### src/rtl/vpe_relu_rf_writeback_pkg.sv
// Shared VPE writeback types and sizes.
// Lane geometry, RF merge-mode encodings and FSM state.
package vpe_pkg;

  localparam int VPE_LANES    = 8;
  localparam int VPE_DW       = 8;
  localparam int VPE_RF_DEPTH = 32;
  localparam int VPE_IDX_W    = $clog2(VPE_RF_DEPTH);
  localparam int VPE_W        = VPE_LANES * VPE_DW;

  typedef enum logic [1:0] {
    RF_MUX_FULL = 2'b00,
    RF_MUX_LO   = 2'b01,
    RF_MUX_HI   = 2'b10,
    RF_MUX_ACC  = 2'b11
  } rf_mux_t;

  typedef enum logic {
    WB_IDLE  = 1'b0,
    WB_CLEAR = 1'b1
  } wb_state_t;

endpackage

### src/rtl/vpe_relu_rf_writeback_if.sv
// Writeback-stage bus: vector input, clear, read port, status.
// master drives requests, slave is the writeback stage.
interface vpe_relu_rf_writeback_if;
  import vpe_pkg::*;

  logic [VPE_W-1:0]     i_data;
  logic                 i_data_v;
  logic                 i_en_relu;
  logic [VPE_IDX_W-1:0] i_rf_idx;
  logic [1:0]           i_rf_mux;
  logic                 i_clr;
  logic                 i_rd_en;
  logic [VPE_IDX_W-1:0] i_rd_idx;
  logic [VPE_W-1:0]     o_rd_data;
  logic                 o_rd_v;
  logic                 o_wr_v;
  logic [VPE_IDX_W-1:0] o_wr_idx;
  logic                 o_clr_busy;
  logic                 o_drop_err;

  modport master (
    output i_data, i_data_v, i_en_relu,
    output i_rf_idx, i_rf_mux, i_clr,
    output i_rd_en, i_rd_idx,
    input  o_rd_data, o_rd_v, o_wr_v,
    input  o_wr_idx, o_clr_busy, o_drop_err
  );

  modport slave (
    input  i_data, i_data_v, i_en_relu,
    input  i_rf_idx, i_rf_mux, i_clr,
    input  i_rd_en, i_rd_idx,
    output o_rd_data, o_rd_v, o_wr_v,
    output o_wr_idx, o_clr_busy, o_drop_err
  );

endinterface

### src/rtl/vpe_relu_rf_writeback_sat_add8.sv
// Lane-local signed int8 add, saturated to [-128,127].
// Overflow is read from the top two bits of a 9-bit sum.
module vpe_lane_sat_add8 (
  input  logic [7:0] a_i,
  input  logic [7:0] b_i,
  output logic [7:0] sum_o
);

  logic [8:0] sum;

  // sign-extended add, then clamp on overflow
  always_comb begin
    sum   = {a_i[7], a_i} + {b_i[7], b_i};
    sum_o = sum[7:0];
    if (sum[8:7] == 2'b01) begin
      sum_o = 8'h7f;
    end else if (sum[8:7] == 2'b10) begin
      sum_o = 8'h80;
    end
  end

endmodule

### src/rtl/vpe_relu_rf_writeback.sv
// ReLU + merge writeback into a 32x64 flop register file.
// Bypassed read port and a zero-sweep clear FSM.
module vpe_relu_rf_writeback
  import vpe_pkg::*;
#(
  parameter int LANES    = VPE_LANES,
  parameter int DW       = VPE_DW,
  parameter int RF_DEPTH = VPE_RF_DEPTH,
  parameter int IDX_W    = $clog2(RF_DEPTH)
) (
  input logic clk,
  input logic rst_n,
  vpe_relu_rf_writeback_if.slave bus
);

  localparam int W = LANES * DW;

  logic [W-1:0]     rf_q [RF_DEPTH];
  logic             s1_v_q;
  logic [W-1:0]     s1_data_q;
  logic [IDX_W-1:0] s1_idx_q;
  rf_mux_t          s1_mux_q;
  wb_state_t        state_q, state_d;
  logic [IDX_W-1:0] clr_cnt_q, clr_cnt_d;
  logic             drop_err_q, drop_err_d;
  logic             clr_we;
  logic             wr_en;
  logic [W-1:0]     relu_d;
  logic [W-1:0]     old_word;
  logic [W-1:0]     acc_word;
  logic [W-1:0]     merged;
  logic [W-1:0]     rd_word;
  logic [W-1:0]     rd_data_q;
  logic             rd_v_q;
  logic             wr_v_q;
  logic [IDX_W-1:0] wr_idx_q;

  // ReLU zeroes negative lanes before capture
  always_comb begin
    relu_d = bus.i_data;
    for (int k = 0; k < LANES; k++) begin
      if (bus.i_en_relu && bus.i_data[k*DW+DW-1]) begin
        relu_d[k*DW +: DW] = '0;
      end
    end
  end

  // S1 input register; only valid clears on idle cycles
  always_ff @(posedge clk or negedge rst_n) begin
    if (!rst_n) begin
      s1_v_q    <= 1'b0;
      s1_data_q <= '0;
      s1_idx_q  <= '0;
      s1_mux_q  <= RF_MUX_FULL;
    end else begin
      s1_v_q <= bus.i_data_v;
      if (bus.i_data_v) begin
        s1_data_q <= relu_d;
        s1_idx_q  <= bus.i_rf_idx;
        s1_mux_q  <= rf_mux_t'(bus.i_rf_mux);
      end
    end
  end

  assign old_word = rf_q[s1_idx_q];

  for (genvar k = 0; k < LANES; k++) begin : g_lane
    vpe_lane_sat_add8 u_sat (
      .a_i   (old_word[k*DW +: DW]),
      .b_i   (s1_data_q[k*DW +: DW]),
      .sum_o (acc_word[k*DW +: DW])
    );
  end

  // S2 merge of the captured vector into the old entry
  always_comb begin
    merged = s1_data_q;
    unique case (s1_mux_q)
      RF_MUX_FULL: merged = s1_data_q;
      RF_MUX_LO:   merged = {old_word[W-1:W/2],
                             s1_data_q[W/2-1:0]};
      RF_MUX_HI:   merged = {s1_data_q[W-1:W/2],
                             old_word[W/2-1:0]};
      RF_MUX_ACC:  merged = acc_word;
      default:     merged = s1_data_q;
    endcase
  end

  assign wr_en = s1_v_q && (state_q == WB_IDLE);

  // clear FSM: sweep, ignore re-clear, flag dropped writes
  always_comb begin
    state_d    = state_q;
    clr_cnt_d  = clr_cnt_q;
    drop_err_d = drop_err_q;
    clr_we     = 1'b0;
    unique case (state_q)
      WB_IDLE: begin
        if (bus.i_clr) begin
          state_d    = WB_CLEAR;
          clr_cnt_d  = '0;
          drop_err_d = 1'b0;
        end
      end
      WB_CLEAR: begin
        clr_we    = 1'b1;
        clr_cnt_d = clr_cnt_q + 1'b1;
        if (s1_v_q) begin
          drop_err_d = 1'b1;
        end
        if (clr_cnt_q == IDX_W'(RF_DEPTH - 1)) begin
          state_d = WB_IDLE;
        end
      end
      default: state_d = WB_IDLE;
    endcase
  end

  // FSM state, sweep counter and sticky drop flag
  always_ff @(posedge clk or negedge rst_n) begin
    if (!rst_n) begin
      state_q    <= WB_IDLE;
      clr_cnt_q  <= '0;
      drop_err_q <= 1'b0;
    end else begin
      state_q    <= state_d;
      clr_cnt_q  <= clr_cnt_d;
      drop_err_q <= drop_err_d;
    end
  end

  // register file: sweep has priority, writes only in idle
  always_ff @(posedge clk or negedge rst_n) begin
    if (!rst_n) begin
      for (int i = 0; i < RF_DEPTH; i++) begin
        rf_q[i] <= '0;
      end
    end else if (clr_we) begin
      rf_q[clr_cnt_q] <= '0;
    end else if (wr_en) begin
      rf_q[s1_idx_q] <= merged;
    end
  end

  // read word with write-through of this cycle's update
  always_comb begin
    rd_word = rf_q[bus.i_rd_idx];
    if (wr_en && (s1_idx_q == bus.i_rd_idx)) begin
      rd_word = merged;
    end
    if (clr_we && (clr_cnt_q == bus.i_rd_idx)) begin
      rd_word = '0;
    end
  end

  // registered read data and write strobe outputs
  always_ff @(posedge clk or negedge rst_n) begin
    if (!rst_n) begin
      rd_data_q <= '0;
      rd_v_q    <= 1'b0;
      wr_v_q    <= 1'b0;
      wr_idx_q  <= '0;
    end else begin
      rd_v_q <= bus.i_rd_en;
      wr_v_q <= wr_en;
      if (bus.i_rd_en) begin
        rd_data_q <= rd_word;
      end
      if (wr_en) begin
        wr_idx_q <= s1_idx_q;
      end
    end
  end

  assign bus.o_rd_data  = rd_data_q;
  assign bus.o_rd_v     = rd_v_q;
  assign bus.o_wr_v     = wr_v_q;
  assign bus.o_wr_idx   = wr_idx_q;
  assign bus.o_clr_busy = (state_q == WB_CLEAR);
  assign bus.o_drop_err = drop_err_q;

endmodule

### src/flat_wrapper.sv
// flat-port wrapper written by rule: the top's interface ports become plain ports
module vpe_relu_rf_writeback_flat import vpe_pkg::*;
#(
  parameter int LANES    = VPE_LANES,
  parameter int DW       = VPE_DW,
  parameter int RF_DEPTH = VPE_RF_DEPTH,
  parameter int IDX_W    = $clog2(RF_DEPTH)
)
  (clk, rst_n, bus_i_data, bus_i_data_v, bus_i_en_relu, bus_i_rf_idx, bus_i_rf_mux, bus_i_clr, bus_i_rd_en, bus_i_rd_idx, bus_o_rd_data, bus_o_rd_v, bus_o_wr_v, bus_o_wr_idx, bus_o_clr_busy, bus_o_drop_err);
  vpe_relu_rf_writeback_if bus_i ();
  input logic clk;
  input logic rst_n;
  input wire logic [$bits(bus_i.i_data)-1:0] bus_i_data;
  input wire logic [$bits(bus_i.i_data_v)-1:0] bus_i_data_v;
  input wire logic [$bits(bus_i.i_en_relu)-1:0] bus_i_en_relu;
  input wire logic [$bits(bus_i.i_rf_idx)-1:0] bus_i_rf_idx;
  input wire logic [$bits(bus_i.i_rf_mux)-1:0] bus_i_rf_mux;
  input wire logic [$bits(bus_i.i_clr)-1:0] bus_i_clr;
  input wire logic [$bits(bus_i.i_rd_en)-1:0] bus_i_rd_en;
  input wire logic [$bits(bus_i.i_rd_idx)-1:0] bus_i_rd_idx;
  output wire logic [$bits(bus_i.o_rd_data)-1:0] bus_o_rd_data;
  output wire logic [$bits(bus_i.o_rd_v)-1:0] bus_o_rd_v;
  output wire logic [$bits(bus_i.o_wr_v)-1:0] bus_o_wr_v;
  output wire logic [$bits(bus_i.o_wr_idx)-1:0] bus_o_wr_idx;
  output wire logic [$bits(bus_i.o_clr_busy)-1:0] bus_o_clr_busy;
  output wire logic [$bits(bus_i.o_drop_err)-1:0] bus_o_drop_err;
  assign bus_i.i_data = bus_i_data;
  assign bus_i.i_data_v = bus_i_data_v;
  assign bus_i.i_en_relu = bus_i_en_relu;
  assign bus_i.i_rf_idx = bus_i_rf_idx;
  assign bus_i.i_rf_mux = bus_i_rf_mux;
  assign bus_i.i_clr = bus_i_clr;
  assign bus_i.i_rd_en = bus_i_rd_en;
  assign bus_i.i_rd_idx = bus_i_rd_idx;
  assign bus_o_rd_data = bus_i.o_rd_data;
  assign bus_o_rd_v = bus_i.o_rd_v;
  assign bus_o_wr_v = bus_i.o_wr_v;
  assign bus_o_wr_idx = bus_i.o_wr_idx;
  assign bus_o_clr_busy = bus_i.o_clr_busy;
  assign bus_o_drop_err = bus_i.o_drop_err;
  vpe_relu_rf_writeback #(.LANES(LANES), .DW(DW), .RF_DEPTH(RF_DEPTH), .IDX_W(IDX_W)) u_core (.clk(clk), .rst_n(rst_n), .bus(bus_i));
endmodule
### config.mk
export PLATFORM = sky130hd
export DESIGN_NAME = vpe_relu_rf_writeback_flat
export DESIGN_NICKNAME = d
export VERILOG_FILES = /design/src/rtl/vpe_relu_rf_writeback_pkg.sv /design/src/rtl/vpe_relu_rf_writeback_if.sv /design/src/rtl/vpe_relu_rf_writeback_sat_add8.sv /design/src/rtl/vpe_relu_rf_writeback.sv /design/src/flat_wrapper.sv
export SDC_FILE = /design/constraint.sdc
export NUM_CORES = 2
export LEC_CHECK = 0
export BUFFER_PORTS_ARGS = -buffer_cell sky130_fd_sc_hd__buf_2
export CAP_MARGIN = 20
export CELL_PAD_IN_SITES_DETAIL_PLACEMENT = 1
export CELL_PAD_IN_SITES_GLOBAL_PLACEMENT = 2
export CORE_MARGIN = 3
export CORE_UTILIZATION = 40
export CTS_BUF_LIST = sky130_fd_sc_hd__clkbuf_16
export DETAILED_ROUTE_END_ITERATION = 8
export PLACE_DENSITY_LB_ADDON = 0.1
export SLEW_MARGIN = 20
export SYNTH_ARGS = -nofsm -noshare
export SYNTH_HDL_FRONTEND = slang
export SYNTH_SLANG_ARGS = --single-unit
### constraint.sdc
create_clock -name clk -period 4.27 [get_ports clk]
set_input_delay 0.427 -clock clk [delete_from_list [all_inputs] [get_ports clk]]
set_output_delay 0.427 -clock clk [all_outputs]
set_load 0.05 [all_outputs]
Word-level counts from Yosys, hierarchy flattened
Index checks and enable logic that the tools add are counted.
{ "word_totals": {"ff_bits": 2198, "elab_cells": 152} }
{ "op_classes": {"addsub": 9, "order_cmp": 5, "eq_ne": 24, "n_mux": 49, "n_bitwise": 6, "n_reduce_logical": 16} }
{ "op_table": {"columns": ["op", "count"], "rows": [
  ["2048-bit 2-to-1 mux", 2],
  ["2048-bit bitwise AND", 1],
  ["2048-bit bitwise mux", 1],
  ["2048-bit inverter", 1],
  ["64-bit binary-select mux with 5-bit select", 2],
  ["64-bit demux with 5-bit select", 2],
  ["64-bit 2-to-1 mux", 8],
  ["64-bit one-hot mux with 4 select lines", 1],
  ["8-bit 2-to-1 mux", 24],
  ["8-bit by 8-bit adder with 9-bit output", 8],
  ["2-bit == test, second input constant", 10],
  ["2-bit by 1-bit == test with 1-bit output, second input constant", 9],
  ["6-bit >= comparator, second input constant", 3],
  ["5-bit inverter with 6-bit output", 3],
  ["1-bit logical AND", 13],
  ["6-bit by 1-bit < comparator with 1-bit output, second input constant", 2],
  ["5-bit == test", 2],
  ["5-bit one-hot mux with 2 select lines", 1],
  ["5-bit by 1-bit adder with 5-bit output, second input constant", 1],
  ["5-bit == test, second input constant", 1],
  ["1-bit 2-to-1 mux", 5],
  ["5-bit 2-to-1 mux", 1],
  ["1-bit one-hot mux with 2 select lines", 2],
  ["2-bit zero test", 1],
  ["other kinds (5)", 5]
]} }

Logic depth before layout (Yosys ltp)
{ "depth": {"word_depth": 12, "depth_mapped": 22} }

Cells and area by module
A second synthesis with hierarchy kept.
{ "hier_totals": {"cells_unflattened": 11876, "area_unflattened_um2": 117503.9} }
{ "by_module_without_submodules": {"columns": ["module", "instances", "cells_each", "area_each_um2", "seq_area_each_um2"], "rows": [
  ["vpe_relu_rf_writeback", 1, 11338, 112932.1, 55002.8],
  ["vpe_lane_sat_add8 at u_core.g_lane[0].u_sat ...", 7, 64, 556.8, 0.0],
  ["vpe_lane_sat_add8 at u_core.g_lane[4].u_sat", 1, 90, 674.4, 0.0]
]} }

Worst setup path before layout
OpenSTA, ideal clock, no wires.
{ "synth_timing": {"kind": "reg-to-reg", "from": "reg u_core.s1_idx_q[1]", "to": "reg u_core.rf_q[334] (netlist name)", "setup_time_ns": 0.121, "t_arrival_ns": 4.591, "t_required_ns": 4.149, "slack_ns": -0.442, "stages_incl_launch_ff": 22, "n_path_buf": 8, "path_cell_list": "dfrtp_1 -> buf_6 -> buf_6 -> buf_6 -> buf_6 -> buf_2 -> buf_4 -> mux2i_1 -> o22ai_1 -> nor4_1 -> nand2_1 -> ha_1 -> fa_1 -> a21o_1 -> a22o_1 -> nor4_1 -> nor3_1 -> a222oi_1 -> buf_2 -> buf_2 -> nor2_1 -> o22a_1"} }
{ "synth_between": {"elab_chain_cells": 12} }
{ "synth_lines": {"columns": ["item", "line", "source"], "rows": [
  ["from (decl)", "vpe_relu_rf_writeback.sv:21", "logic [IDX_W-1:0] s1_idx_q;"],
  ["from (signal assigned)", "vpe_relu_rf_writeback.sv:59", "s1_idx_q <= bus.i_rf_idx;"],
  ["5-bit inverter with 6-bit output (not written as such) (*)", "vpe_relu_rf_writeback.sv:65, vpe_relu_rf_writeback.sv:141", null],
  ["64-bit binary-select mux with 5-bit select", "vpe_relu_rf_writeback.sv:65", "assign old_word = rf_q[s1_idx_q];"],
  ["64-bit 2-to-1 mux (not written as such) (2 in series)", "vpe_relu_rf_writeback.sv:65", null],
  ["8-bit by 8-bit adder with 9-bit output", "vpe_relu_rf_writeback_sat_add8.sv:13", "sum = {a_i[7], a_i} + {b_i[7], b_i};"],
  ["2-bit == test", "vpe_relu_rf_writeback_sat_add8.sv:17", "end else if (sum[8:7] == 2'b10) begin"],
  ["8-bit 2-to-1 mux", "vpe_relu_rf_writeback_sat_add8.sv:17", null],
  ["8-bit 2-to-1 mux", "vpe_relu_rf_writeback_sat_add8.sv:15", "if (sum[8:7] == 2'b01) begin"],
  ["64-bit one-hot mux with 4 select lines", "vpe_relu_rf_writeback.sv:78", "unique case (s1_mux_q)"],
  ["2048-bit bitwise mux (*)", "vpe_relu_rf_writeback.sv:141", "rf_q[s1_idx_q] <= merged;"],
  ["2048-bit 2-to-1 mux (*)", "vpe_relu_rf_writeback.sv:140", "end else if (wr_en) begin"],
  ["2048-bit 2-to-1 mux (*)", "vpe_relu_rf_writeback.sv:138", "end else if (clr_we) begin"],
  ["to (signal, indexed assignment)", "vpe_relu_rf_writeback.sv:141", null],
  ["to (decl)", "vpe_relu_rf_writeback.sv:18", "logic [W-1:0] rf_q [RF_DEPTH];"]
]} }
Mark *: on every way between the ends. The rest lies on a longest branch, timed or not. The select of a mux whose other input is x is not followed.
A chain may end at the register's enable or synchronous reset.

Worst setup path after layout
{ "layout_timing": {"from": "reg u_core.s1_idx_q[1]", "to": "reg u_core.rf_q[701] (netlist name)"} }
The elaborated chain is that of the path after synthesis.

==> results.ini <==
[yosys]
synthCells=10105
synth_area_um2=117000
netlist_top_cells_count=dfrtp_1, nand2_1, o21ai_0, a22o_1, mux4_2
yosysWarnings=0
synth.area.top_cells=dfrtp_1, mux4_2, a22o_1, mux2i_1, o21ai_0
async_reset_ff_share_pct=100
synth_top_area_share_pct=46.9
yosys.area.top_type=dfrtp_1
synth_ff_type=dfrtp_1
synth.net_count=10264
yosys.cell_count.top_type=dfrtp_1
yosysUniqueCellTypes=101
synth.avg_cell_area_um2=11.6
yosysSeqAreaShare_pct=46.9
synth_edf_count=0
synth_seq_cells=2198

[detailed_routing]
avgRoutedWirePerCell_um=45.5
route.vias.total=108933
firstDrtPassIters=6
drcViolationCount=0
viasPerCell=7.23
first_iter_violations=16006
final_antenna_net_count=0
wirelength_mm=686

[flow_run]
maxCapViolCount=0

[clock_tree]
clk_pin_slew_ps=60
cts_sinks=2198
clockBufferDepth=4
htreeDepth=5
clk_latency_ps=950
numCtsBuffers=273
cts_tree=built
cts_root_buf=clkbuf_16

[worst_setup_path]
cp_max_fo=8
slowest_stage=nor2_4
cp-end-kind=flip-flop
cp.arrival_ps=5890
setup.worst_path.start_class=flip-flop
r2r_cells=21
required_ps=5010
path_common_cell=buf_12
path_class=flip-flop to flip-flop
path_cells=buf_12 -> buf_12 -> buf_8 -> mux2i_2 -> o22ai_1 -> or4_4 -> nor2_4 -> buf_12 -> inv_6 -> ha_4 -> a211oi_2 -> o311ai_2 -> buf_4 -> a21oi_4 -> buf_4 -> mux2_4 -> a311o_1 -> a21oi_4 -> buf_12 -> clkbuf_16 -> o21ai_0
slowest_delay_ps=600

[place]
place.detailed.hpwl_mm=403
dp_slack_ps=-1660
port_buffers=154
gp_congestion=0.949
place_area_um2=132000

[power]
switching_share_pct=35.3
vdd_drop_max_v=0.000352
leakagePower_uw=0.0646
power_density_nw_per_um2=447
seq_power_share_pct=38.1
power_frac_comb_pct=26.8
power.switching_uw=23100
p_int_uw=42400
clockPowerShare_pct=35.1
power_uw=65400

[sta]
hold_viol_final=0
min_period_ps=5150
setup_violations=2112
slew_viol_final=0
rsz0062_at_grt=true
fin_tns_setup_ps=-1121740
worstMarginPinSlew_ps=1270
slew_headroom_pct=15.3
max_freq_ghz=0.194
setup_slack_ps=-875
skew_ps=59.3
period_share_pct=120

[min_path]
hp-class=primary input to flip-flop
whs_path_depth=3

[final_layout]
drive_gt1_share_pct=29.0
fin_area_um2=146000
finalNetCount=11074
fillers=29832
fin_util_pct=50.3
area_growth_syn_to_layout_pct=24.9

[floorplan]
fp.dieW_um=547
core.rowCount=198
die_area_um2=300000
coreArea_um2=291000
design.portCount=155
fp.dieH_um=547
start_util_pct=40.2

[global_routing]
overflow=0
grt_pass1_vias=108843
met2_usage_pct=64.6
antenna_found_initial=62
grt_pass1_wl_mm=928
grt_use_met1_pct=56.2
busiest_layer=met2
track_usage_pct=44.3
grt_util_met3_pct=13.7
grt_start_max_net_pins=169

[outcome]
violations=setup timing
status=complete, but fails checks

[metal layers]
layer	part of all wire, %	vias up	routed length (um)
li1	-	40268	-
met1	37	57848	252000
met2	43	8398	296000
met3	12	2409	81900
met4	8.1	10	55700
met5	0.0092	-	63
[flip-flops by register name (all words and copies together) (netlist names)]
signal and flops:
u_core.bus.o_clr_busy 1, u_core.bus.o_drop_err 1, u_core.bus.o_rd_data 64, u_core.bus.o_rd_v 1, u_core.bus.o_wr_idx 5, u_core.bus.o_wr_v 1
u_core.clr_cnt_q 5, u_core.rf_q 2048, u_core.s1_data_q 64, u_core.s1_idx_q 5, u_core.s1_mux_q 2, u_core.s1_v_q 1
[power groups by stage]
| stage | registers, uW | clock network [uW] | logic [uW] |
|---|---|---|---|
| floorplan | 24500 | 0 | 7600 |
| global placement | 24900 | 0 | 15500 |
| detailed placement | 25100 | 0 | 15700 |
| CTS | 24700 | 23000 | 16400 |
| global route | 25100 | 23900 | 17800 |
| finish | 24900 | 23000 | 17600 |
[worst max-delay path: cells and delay by family, from the launching register on]
kind	cells	cell delay, ps
AOI/OAI and AO/OA	7	1220
adders and majority gates	1	230
and+or+nand+nor	2	1190
DFF	1	540
muxes	2	480
buffers and inverters	9	1290
[stage by stage]
step / instances / hold slack, ps
finish: 15064 / 28.0
detailed placement: 14271 / 450
CTS: 14910 / 1.80
global route: 15021 / 25.4
global placement: 14269 / 453
floorplan: 10105 / 131
[cell usage in the layout (no fill, tap or decap), types with 127 or more instances in the layout]
master,instances
clkbuf_16,306
nand2_1,1117
buf_12,326
mux2i_1,663
nor2_1,258
inv_1,158
a21oi_1,314
o22ai_1,346
o21ai_0,919
mux4_2,794
nand3_1,127
dfrtp_1,2190
buf_2,148
buf_4,923
a22o_1,931
[area by class of cell]
class                      count  area, um^2  share of cell area [%]
clock buffer                 280        7010                    4.78
tap                         3900        4880                    3.33
clock inverter               196        1440                   0.984
inverter                      97         385                   0.263
sequential                  2198       55000                    37.6
multi-input combinational   6733       60000                    41.0
antenna                       48         120                  0.0820
timing repair buffer        1612       17600                    12.0
[cells by family after synthesis]
logic type	share of synthesized area, %
AO/OA/AOI/OAI	18.7
XOR/XNOR	0.329
adder cells (fa/ha/maj)	0.907
buffers and inverters	4.53
flip-flops	46.9
multiplexers	21.6
AND/OR/NAND/NOR	6.99
[what timing repair did]
item | 4_1_cts | 5_1_grt
cloned | 25 | 29
setup endpoints to repair | 2112 | 2112
endpoints found under the hold margin | 123 | 0
pin swaps | 66 | 100
setup buffers | 53 | 84
resized for setup | 246 | 312
hold buffers | 87 | 0
[path summary, 6_finish.rpt]
kind | from | endpoint | slack, ps
min reg2reg | u_core.bus.o_wr_idx[3] | u_core.bus.o_wr_idx[3] | 470
max reg2reg | u_core.s1_idx_q[1] | u_core.rf_q[701] | -880
min | bus_i_data[8] | u_core.s1_data_q[8] | 30
max in group asynchronous | rst_n | u_core.rf_q[1261] | 2430
max | u_core.s1_idx_q[1] | u_core.rf_q[701] | -880
min in group asynchronous | rst_n | u_core.bus.o_rd_data[24] | 90
(Power assumes the default switching activity.)
